## src/rtl/rv32_regfile_dbg.sv

```systemverilog
// Debug initiator for the rv32 register file: host read/write/dump requests, core halt handshake, regfile port drive.
// Latency: accept at T, regfile access at T+2, response valid at T+3 (core already halted); 2 cycles per further dump entry.
// Backpressure: req_ready only in IDLE; response fields held stable until resp_ready; a dump advances only on handshake.
//
// Ports:
//   clk, rst_n                     clock, async active-low reset
//   req_valid/req_ready            host request channel (req_op, req_addr, req_wdata)
//                                  req_op: 00 read, 01 write, 10 dump, 11 illegal
//   resp_valid/resp_ready          host response channel (resp_addr, resp_data, resp_last, resp_err)
//   dbg_halt_req, core_halted      core halt request / acknowledge
//   rf_sel                         steers the regfile port muxes to this block
//   rf_ra, rf_rd                   regfile read port (rf_rd is combinational from rf_ra)
//   rf_wen, rf_wa, rf_wd           regfile write port
module rv32_regfile_dbg #(
    parameter int XPR_LEN        = 32,
    parameter int REG_ADDR_WIDTH = 5,
    parameter int NUM_REGS       = 32
) (
    input  logic                      clk,
    input  logic                      rst_n,
    input  logic                      req_valid,
    output logic                      req_ready,
    input  logic [1:0]                req_op,
    input  logic [REG_ADDR_WIDTH-1:0] req_addr,
    input  logic [XPR_LEN-1:0]        req_wdata,
    output logic                      resp_valid,
    input  logic                      resp_ready,
    output logic [REG_ADDR_WIDTH-1:0] resp_addr,
    output logic [XPR_LEN-1:0]        resp_data,
    output logic                      resp_last,
    output logic                      resp_err,
    output logic                      dbg_halt_req,
    input  logic                      core_halted,
    output logic                      rf_sel,
    output logic [REG_ADDR_WIDTH-1:0] rf_ra,
    input  logic [XPR_LEN-1:0]        rf_rd,
    output logic                      rf_wen,
    output logic [REG_ADDR_WIDTH-1:0] rf_wa,
    output logic [XPR_LEN-1:0]        rf_wd
);

    typedef enum logic [1:0] {
        IDLE      = 2'd0,
        HALT_WAIT = 2'd1,
        EXEC      = 2'd2,
        RESP      = 2'd3
    } state_t;

    localparam logic [1:0] OP_RD   = 2'b00;
    localparam logic [1:0] OP_WR   = 2'b01;
    localparam logic [1:0] OP_DUMP = 2'b10;
    localparam logic [1:0] OP_ILL  = 2'b11;

    localparam logic [REG_ADDR_WIDTH-1:0] LAST_IDX = REG_ADDR_WIDTH'(NUM_REGS - 1);
    localparam logic [REG_ADDR_WIDTH-1:0] ADDR_0   = '0;

    state_t                    state;
    logic [1:0]                op_q;
    logic [REG_ADDR_WIDTH-1:0] addr_q;
    logic [XPR_LEN-1:0]        wdata_q;
    logic [REG_ADDR_WIDTH-1:0] cnt_q;

    logic                      in_exec;
    logic                      op_is_wr;
    logic [REG_ADDR_WIDTH-1:0] exec_addr;

    assign in_exec   = (state == EXEC);
    assign op_is_wr  = (op_q == OP_WR);
    // Dump sweeps the counter; read/write use the latched request address.
    assign exec_addr = (op_q == OP_DUMP) ? cnt_q : addr_q;

    assign req_ready  = (state == IDLE);
    assign resp_valid = (state == RESP);

    // Ports stay ours through RESP so the core cannot resume between dump entries;
    // an illegal op never halts the core, so it never takes the ports.
    assign rf_sel = in_exec || ((state == RESP) && dbg_halt_req);

    assign rf_ra  = (in_exec && !op_is_wr) ? exec_addr : '0;
    // Gated by core_halted: a halt that drops during EXEC must not produce a write.
    assign rf_wen = in_exec && core_halted && op_is_wr && (addr_q != ADDR_0);
    assign rf_wa  = rf_wen ? addr_q  : '0;
    assign rf_wd  = rf_wen ? wdata_q : '0;

    always_ff @(posedge clk or negedge rst_n) begin
        if (!rst_n) begin
            state        <= IDLE;
            op_q         <= OP_RD;
            addr_q       <= '0;
            wdata_q      <= '0;
            cnt_q        <= '0;
            resp_addr    <= '0;
            resp_data    <= '0;
            resp_last    <= 1'b0;
            resp_err     <= 1'b0;
            dbg_halt_req <= 1'b0;
        end else begin
            case (state)
                IDLE: begin
                    if (req_valid) begin
                        op_q    <= req_op;
                        addr_q  <= req_addr;
                        wdata_q <= req_wdata;
                        cnt_q   <= '0;
                        if (req_op == OP_ILL) begin
                            resp_addr <= req_addr;
                            resp_data <= '0;
                            resp_last <= 1'b1;
                            resp_err  <= 1'b1;
                            state     <= RESP;
                        end else begin
                            resp_err     <= 1'b0;
                            dbg_halt_req <= 1'b1;
                            state        <= HALT_WAIT;
                        end
                    end
                end

                HALT_WAIT: begin
                    if (core_halted) begin
                        state <= EXEC;
                    end
                end

                EXEC: begin
                    if (!core_halted) begin
                        // Core resumed under us: no access, re-wait for the halt.
                        state <= HALT_WAIT;
                    end else begin
                        resp_addr <= exec_addr;
                        resp_err  <= 1'b0;
                        if (exec_addr == ADDR_0) begin
                            resp_data <= '0;
                        end else if (op_is_wr) begin
                            resp_data <= wdata_q;
                        end else begin
                            resp_data <= rf_rd;
                        end
                        resp_last <= (op_q == OP_DUMP) ? (cnt_q == LAST_IDX) : 1'b1;
                        state     <= RESP;
                    end
                end

                RESP: begin
                    if (resp_ready) begin
                        if ((op_q == OP_DUMP) && !resp_last) begin
                            cnt_q <= cnt_q + 1'b1;
                            state <= EXEC;
                        end else begin
                            dbg_halt_req <= 1'b0;
                            state        <= IDLE;
                        end
                    end
                end

                default: state <= IDLE;
            endcase
        end
    end

endmodule

```

## config.mk

```make
export PLATFORM = sky130hd
export DESIGN_NAME = rv32_regfile_dbg
export DESIGN_NICKNAME = d
export VERILOG_FILES = /design/src/rtl/rv32_regfile_dbg.sv
export SDC_FILE = /design/constraint.sdc
export NUM_CORES = 1
export LEC_CHECK = 0
export ABC_AREA = 1
export CAP_MARGIN = 0
export CORE_ASPECT_RATIO = 0.7
export CORE_UTILIZATION = 49
export DETAILED_ROUTE_END_ITERATION = 10
export GPL_TIMING_DRIVEN = 0
export PLACE_DENSITY = 0.91
export SLEW_MARGIN = 20
export SYNTH_ARGS = -nofsm -noshare
export SYNTH_HDL_FRONTEND = slang
export SYNTH_SLANG_ARGS = --single-unit
```

## constraint.sdc

```tcl
create_clock -name clk -period 3.3 [get_ports clk]
set_input_delay 0.66 -clock clk [delete_from_list [all_inputs] [get_ports clk]]
set_output_delay 0.66 -clock clk [all_outputs]
set_load 0.03 [all_outputs]
```

==> metrics.txt, run 1 <==
PD cells between 900 and 1000 nW/µm²; switching part of the total ~45%; Hold Buf Count CTS 0; Switch Pwr 2840 µW; largest net degree at the start of global routing 47; commonest non-fill, non-tap cell in the layout nand2_1; Yosys top cell area share 47.2%; GR Util met2 about half; maximum vdd drop 0.577 mV; EDFF count, synth 0; clock buffer depth 2; status finished, final reports clean; DP HPWL 10,500 µm; via/cell ratio 5.08; period utilization 96.1%; WS Path Type in2out; Layout area overhead 46.7%; worst hold slack 0.308 ns; drt wl/cell 15.2 µm; initial drt markers between 300 and 400; Routed WL between 10,000 and 15,000 µm; Clock power frac 18.9%; dpl cells 940; setup tns final 0 ns; Seq/Total Area, Yosys 47.2%; Main synth FF type dfrtp_1; Yosys cell types 25; initial antenna violation count 0; initial cell density of the core 50.5%; vias in the first global route 4,576; Final Wtd Congestion about 0.90; share of layout cells above drive strength 1 a little under 7%; Post-Synth XOR/XNOR Area 0%; Avg Cell Area, Syn 6.97 µm²; met1 Use GR between 30% and 40%; IO buf count 161; crit path time final around 3.2 ns; Fin Clk Skew 0.00402 ns; synth top area cells dfrtp_1 47%, nand2_1 20%, nor2_1 6.9%, inv_1 6.8%, nand3_1 4.7%; mux contribution to synthesized area 0%; Adder-Cell Fraction of Synth Area 0.549%; root buf cell clkbuf_16; met3 usage between 6 and 7%; Critical Path Sink Type output pin; sequential power share roughly 29%; Worst Max-Slew Pin Slew 0.597 ns; WP data required approximately 2.6 ns; core area about 9000 µm²; fin. max-slew vios 0; Ports 162; Synth Area in Simple Gates around a third; crit start category input port; max frequency 315 MHz; Die X 117 µm; iteration count of the initial detailed-routing pass 7; commonest non-fill, non-tap cells in the layout 248 x nand2_1, 130 x clkdlybuf4s50_1, 86 x dfrtp_1; fin area 6690 µm²; Synth Net Count between 700 and 800; chip height 82.7 µm; clock sink total 86; Compound-Gate Fraction of Synth Area 6.31%; Logic pwr share 51.8%; final core utilization 74.0%; Overflow after GRT 0; RSZ-0062 raised after global routing false; Critical Path AT 2.51 ns; Synth async-reset ratio 100%; Cells after Synth 654; Leakage roughly 0.0035 µW; Slew HR 60.2%; crit path max fanout 10; H-tree Lvls 3; # rows 29; Mapped Area 4560 µm²; post-synth top area cell dfrtp_1; Cell Count, Final, Fillers Out around 960; GRT busiest layer met2; internal power 3500 µW; Synthesis Warnings 0; Reg clk slew, reported paths 0.06 ns; Worst Hold Class in2async; Worst-Skew Late Latency 0.34 ns; setup violators final 0; combinational family with the most area after synthesis simple AND/OR/NAND/NOR gates; die area about 9700 µm²; Post-DP Area between 6000 and 7000 µm²; gr usage total 30.2%; Post-DRT Antenna Nets 0; n_diodes 0; number of synthesized register bits 86; Max-Cap Viols 0; Vias 4,860; drc violations 0; CTS Buf Count 9; Final #Nets between 900 and 1k; Fin. Hold Viols 0; TritonCTS clock tree yes; global-route wire length before repair around 22,000 µm
## metrics by stage
stage               setup slack (ns)  total power, µW
floorplan                       1.09             3840
detailed placement           -0.0445             5100
finish                         0.128             6340
CTS                        0.0000491             6320
global placement               -1.44             4980
global route                  0.0543             6690
## state kept, by name, indices dropped and copies added (netlist names)
signal / cells
resp_data: 32
wdata_q: 32
addr_q: 5
cnt_q: 5
resp_addr: 5
op_q: 2
state: 2
dbg_halt_req: 1
resp_err: 1
resp_last: 1
## worst max-delay path, cell delays in order
cell             delay [ns]
clkdlybuf4s50_1        0.52
nand2_1                0.13
nor2_1                 0.14
nand2_2                0.19
nor2_1                 0.17
clkdlybuf4s50_1        0.70
## routing by layer
layer  vias up  share of wire, %
li1       2315                 -
met1      2273                44
met2       244                47
met5         -                 0
met3        28               8.4
met4         0               1.3
## kinds of logic (layout without fill, tap and decap cells)
logic type      count (synthesis)  count (layout)
compound gates                 57              57
fa+ha+maj                       2               2
buf+inv                       119             297
flops                          86              86
simple gates                  390             390
## power by group through the flow
stage,combinational (µW),sequential [µW],clock [µW]
after CTS,3260,1850,1210
after global placement,3150,1830,0
after floorplan,1580,2260,0
after global routing,3550,1890,1250
after detailed placement,3240,1850,0
final,3280,1860,1200
## repair_timing
item | in CTS | in global routing
pin swaps | 0 | 0
setup endpoints to repair | 26 | 4
gates resized for setup | 26 | 4
buffers inserted | 0 | 0
## synth_stat cells (2+ instances only)
master    instances
buf_2            14
buf_4             3
buf_6             7
clkbuf_1          6
dfrtp_1          86
ha_1              2
inv_1            82
inv_2             5
nand2_1         248
nand2_2           4
nand3_1          43
nor2_1           84
nor3_1            4
o21ai_0          41
o21ai_1          15
## worst paths after layout
kind,from,to,slack (ns),cells past startpoint
min in group clk,resp_data[6],resp_data[6],0.48,2
hold / removal,rst_n,resp_data[1],0.31,1
max in group asynchronous,rst_n,resp_last,2.37,2
setup / recovery,core_halted,rf_wd[31],0.13,6
hold reg to reg,resp_data[6],resp_data[6],0.48,2
setup reg to reg,state[0],wdata_q[30],1.56,5
## area by class of cell
class | instances | area [µm²]
Sequential cell | 86 | 2150
Clock inverter | 5 | 105
Multi-Input combinational cell | 449 | 1880
Fill cell | 688 | 2350
Timing Repair Buffer | 162 | 1610
Inverter | 88 | 330
Buffer | 31 | 198
Tap cell | 124 | 155
Clock buffer | 11 | 253
Note: power is estimated with default switching activity, not from simulation.
==> inputs of run 2 (changes only) <==
Settings changed: ABC_AREA 1 to not set.
==> metrics.txt, run 2 <==
drt wl/cell 17.6 µm; max frequency approximately 310 MHz; period utilization a little over nine tenths; Max-Cap Viols 0; Final Wtd Congestion 0.859; CP cell instances nand2b_1 > buf_2 > buf_2 > nand2_1 > nor2_1 > clkdlybuf4s50_1; Ports 162; fin. max-slew vios 0; count leader, synth nand2_1; status finished, final reports clean; dpl ws -0.275 ns; initial cell density of the core 52.0%; R2R depth 6; n_diodes 0; Fin Clk Skew 0.0103 ns; Seq/Total Area, Yosys 47.4%; H-tree Lvls 3; Die X 117 µm; global-route wire length before repair 20,600 µm; post-synth top area cell dfrtp_1; WS Path Type reg2out; clock sink total 86; Main synth FF type dfrtp_1; Slowest-stage cell, CP clkdlybuf4s50_1; crit path time final 3.18 ns; commonest non-fill, non-tap cells in the layout 159 x nand2_1, 124 x clkdlybuf4s50_1, 86 x dfrtp_1; Reg clk slew, reported paths about 0.060 ns; via/cell ratio 5.49; Worst-Skew Late Latency 0.33 ns; core area 8720 µm²; setup violators final 0; largest net degree at the start of global routing 47; Avg Cell Area, Syn slightly below 10 µm²; Slew HR a little under half; R2R setup slack 1.37 ns; Critical Path AT between 2 and 3 ns; die area 9660 µm²; Hold Buf Count CTS 0; Routed WL 13,500 µm; initial drt markers about 230; final core utilization between 70 and 80%; Worst Setup SP op_q[1]; Post-DRT Antenna Nets 0; Layout area overhead 45.9%; Largest regs resp_data (32), wdata_q (32); TritonCTS clock tree yes; iteration count of the initial detailed-routing pass 4; share of layout cells above drive strength 1 10.9%; total power 6120 µW; WP data required ~2.6 ns; number of synthesized register bits 86; crit path max fanout 10; Vias 4,192; Synth async-reset ratio 100%; Leakage 0.00336 µW; CP Capture Point rf_ra[0]; IO buf count 161; # rows 28; setup ws final 0.123 ns; Worst Max-Slew Pin Slew 0.799 ns; CP dominant cell by count buf_2; Mapped Area 4540 µm²; Reg-to-Reg Start op_q[1]; top cell types by occurrence after synthesis 159 x nand2_1, 86 x dfrtp_1, 38 x mux2i_1; commonest non-fill, non-tap cell in the layout nand2_1; initial antenna violation count 0; Synthesis Warnings 0; CTS Buf Count 9; fin area 6620 µm²; Cells after Synth 467; post-CTS setup repair buffer count 0; synth top area cells dfrtp_1 47%, nand2_1 13%, o41ai_2 9.7%, mux2i_1 8.4%, and2_1 5.0%; chip height 82.5 µm; Overflow after GRT 0; crit start category register; drc violations 0; root buf cell clkbuf_16; EDFF count, synth 0; Fin. Hold Viols 0; clock buffer depth 2; Yosys cell types 33; Critical Path Sink Type output pin; Post-DP Area 6330 µm²; maximum vdd drop 0.472 mV; Worst Hold Class in2async; vias in the first global route 4,135; DP HPWL between 10,000 and 15,000 µm; gr usage total between 20% and 30%; PD cells 924 nW/µm²; Final #Nets 718; setup tns final 0 ns; r2r endpoint resp_data[22]; Yosys top cell area share 47.4%; Largest stage delay, worst path 0.68 ns; Synth Net Count 545
[run 2: cell types whose count changed in the layout (fill, tap and decap cells not counted), sizes merged, moves of 13 or more]
cell | before | now
nand2 | 253 | 159
inv | 87 | 5
nor2 | 86 | 19
o21ai | 56 | 7
nand3 | 44 | 5
mux2i | 0 | 38
and2 | 0 | 36
o41ai | 0 | 32
clkbuf | 17 | 41
dlygate4sd2 | 26 | 5
clkdlybuf4s15 | 0 | 18
buf | 27 | 14
[run 2: metal layers]
layer / track usage [%] / wire length (µm) / vias to the layer above
met3: 6.28 / 1200 / 17
li1: - / - / 1923
met5: 0 / 0 / -
met1: 37.7 / 5760 / 2057
met4: 7.47 / 149 / 0
met2: 47.9 / 6370 / 195
[run 2: cells by family (layout without fill, tap and decap cells)]
group	after synthesis	in the layout	synth area share [%]
compound gates	59	59	16.0
buf+inv	41	218	4.22
flops	86	86	47.4
simple gates	239	239	23.1
fa+ha+maj	2	2	0.551
mux	38	38	8.38
xor+xnor	2	2	0.386
[run 2: area by class of cell]
class / instances / area [µm²]
Sequential cell: 86 / 2150
Clock buffer: 10 / 229
Clock inverter: 5 / 83.8
Timing Repair Buffer: 162 / 1620
Fill cell: 592 / 2100
Buffer: 37 / 180
Multi-Input combinational cell: 340 / 2200
Tap cell: 120 / 150
Inverter: 4 / 15.0
[run 2: worst max-delay path: cells and delay by family (launching register included)]
kind	cells	cell delay [ns]
buffers and inverters	3	1.30
flip-flops	1	0.41
AND/OR/NAND/NOR	3	0.48
[run 2: timing repair]
| action | in CTS | in global routing |
|---|---|---|
| resized for setup | 32 | 38 |
| hold endpoints to repair | 0 | 0 |
| setup endpoints to repair | 30 | 32 |
| pin swaps | 0 | 0 |
[run 2: worst min-delay path by stage]
stage                     depth (start not counted)            end          start
after floorplan                                   0      addr_q[0]          rst_n
after global placement                            2  resp_data[14]  resp_data[14]
after detailed placement                          2  resp_data[15]  resp_data[15]
after CTS                                         1    wdata_q[11]          rst_n
after global routing                              1    wdata_q[11]          rst_n
final                                             1    wdata_q[11]          rst_n
[run 2: per-stage QoR]
| stage | std cells | hold slack [ns] |
|---|---|---|
| 2_1_floorplan | 467 | 0.364 |
| 3_3_place_gp | 748 | 0.459 |
| 3_5_place_dp | 749 | 0.464 |
| 4_1_cts | 764 | 0.331 |
| 5_1_grt | 764 | 0.349 |
| 6_report | 764 | 0.315 |
[run 2: power by group]
part           internal, µW  switching (µW)  total [µW]
Sequential             1540             374        1910
Clock                   662             413        1080
Combinational          1250            1890        3130
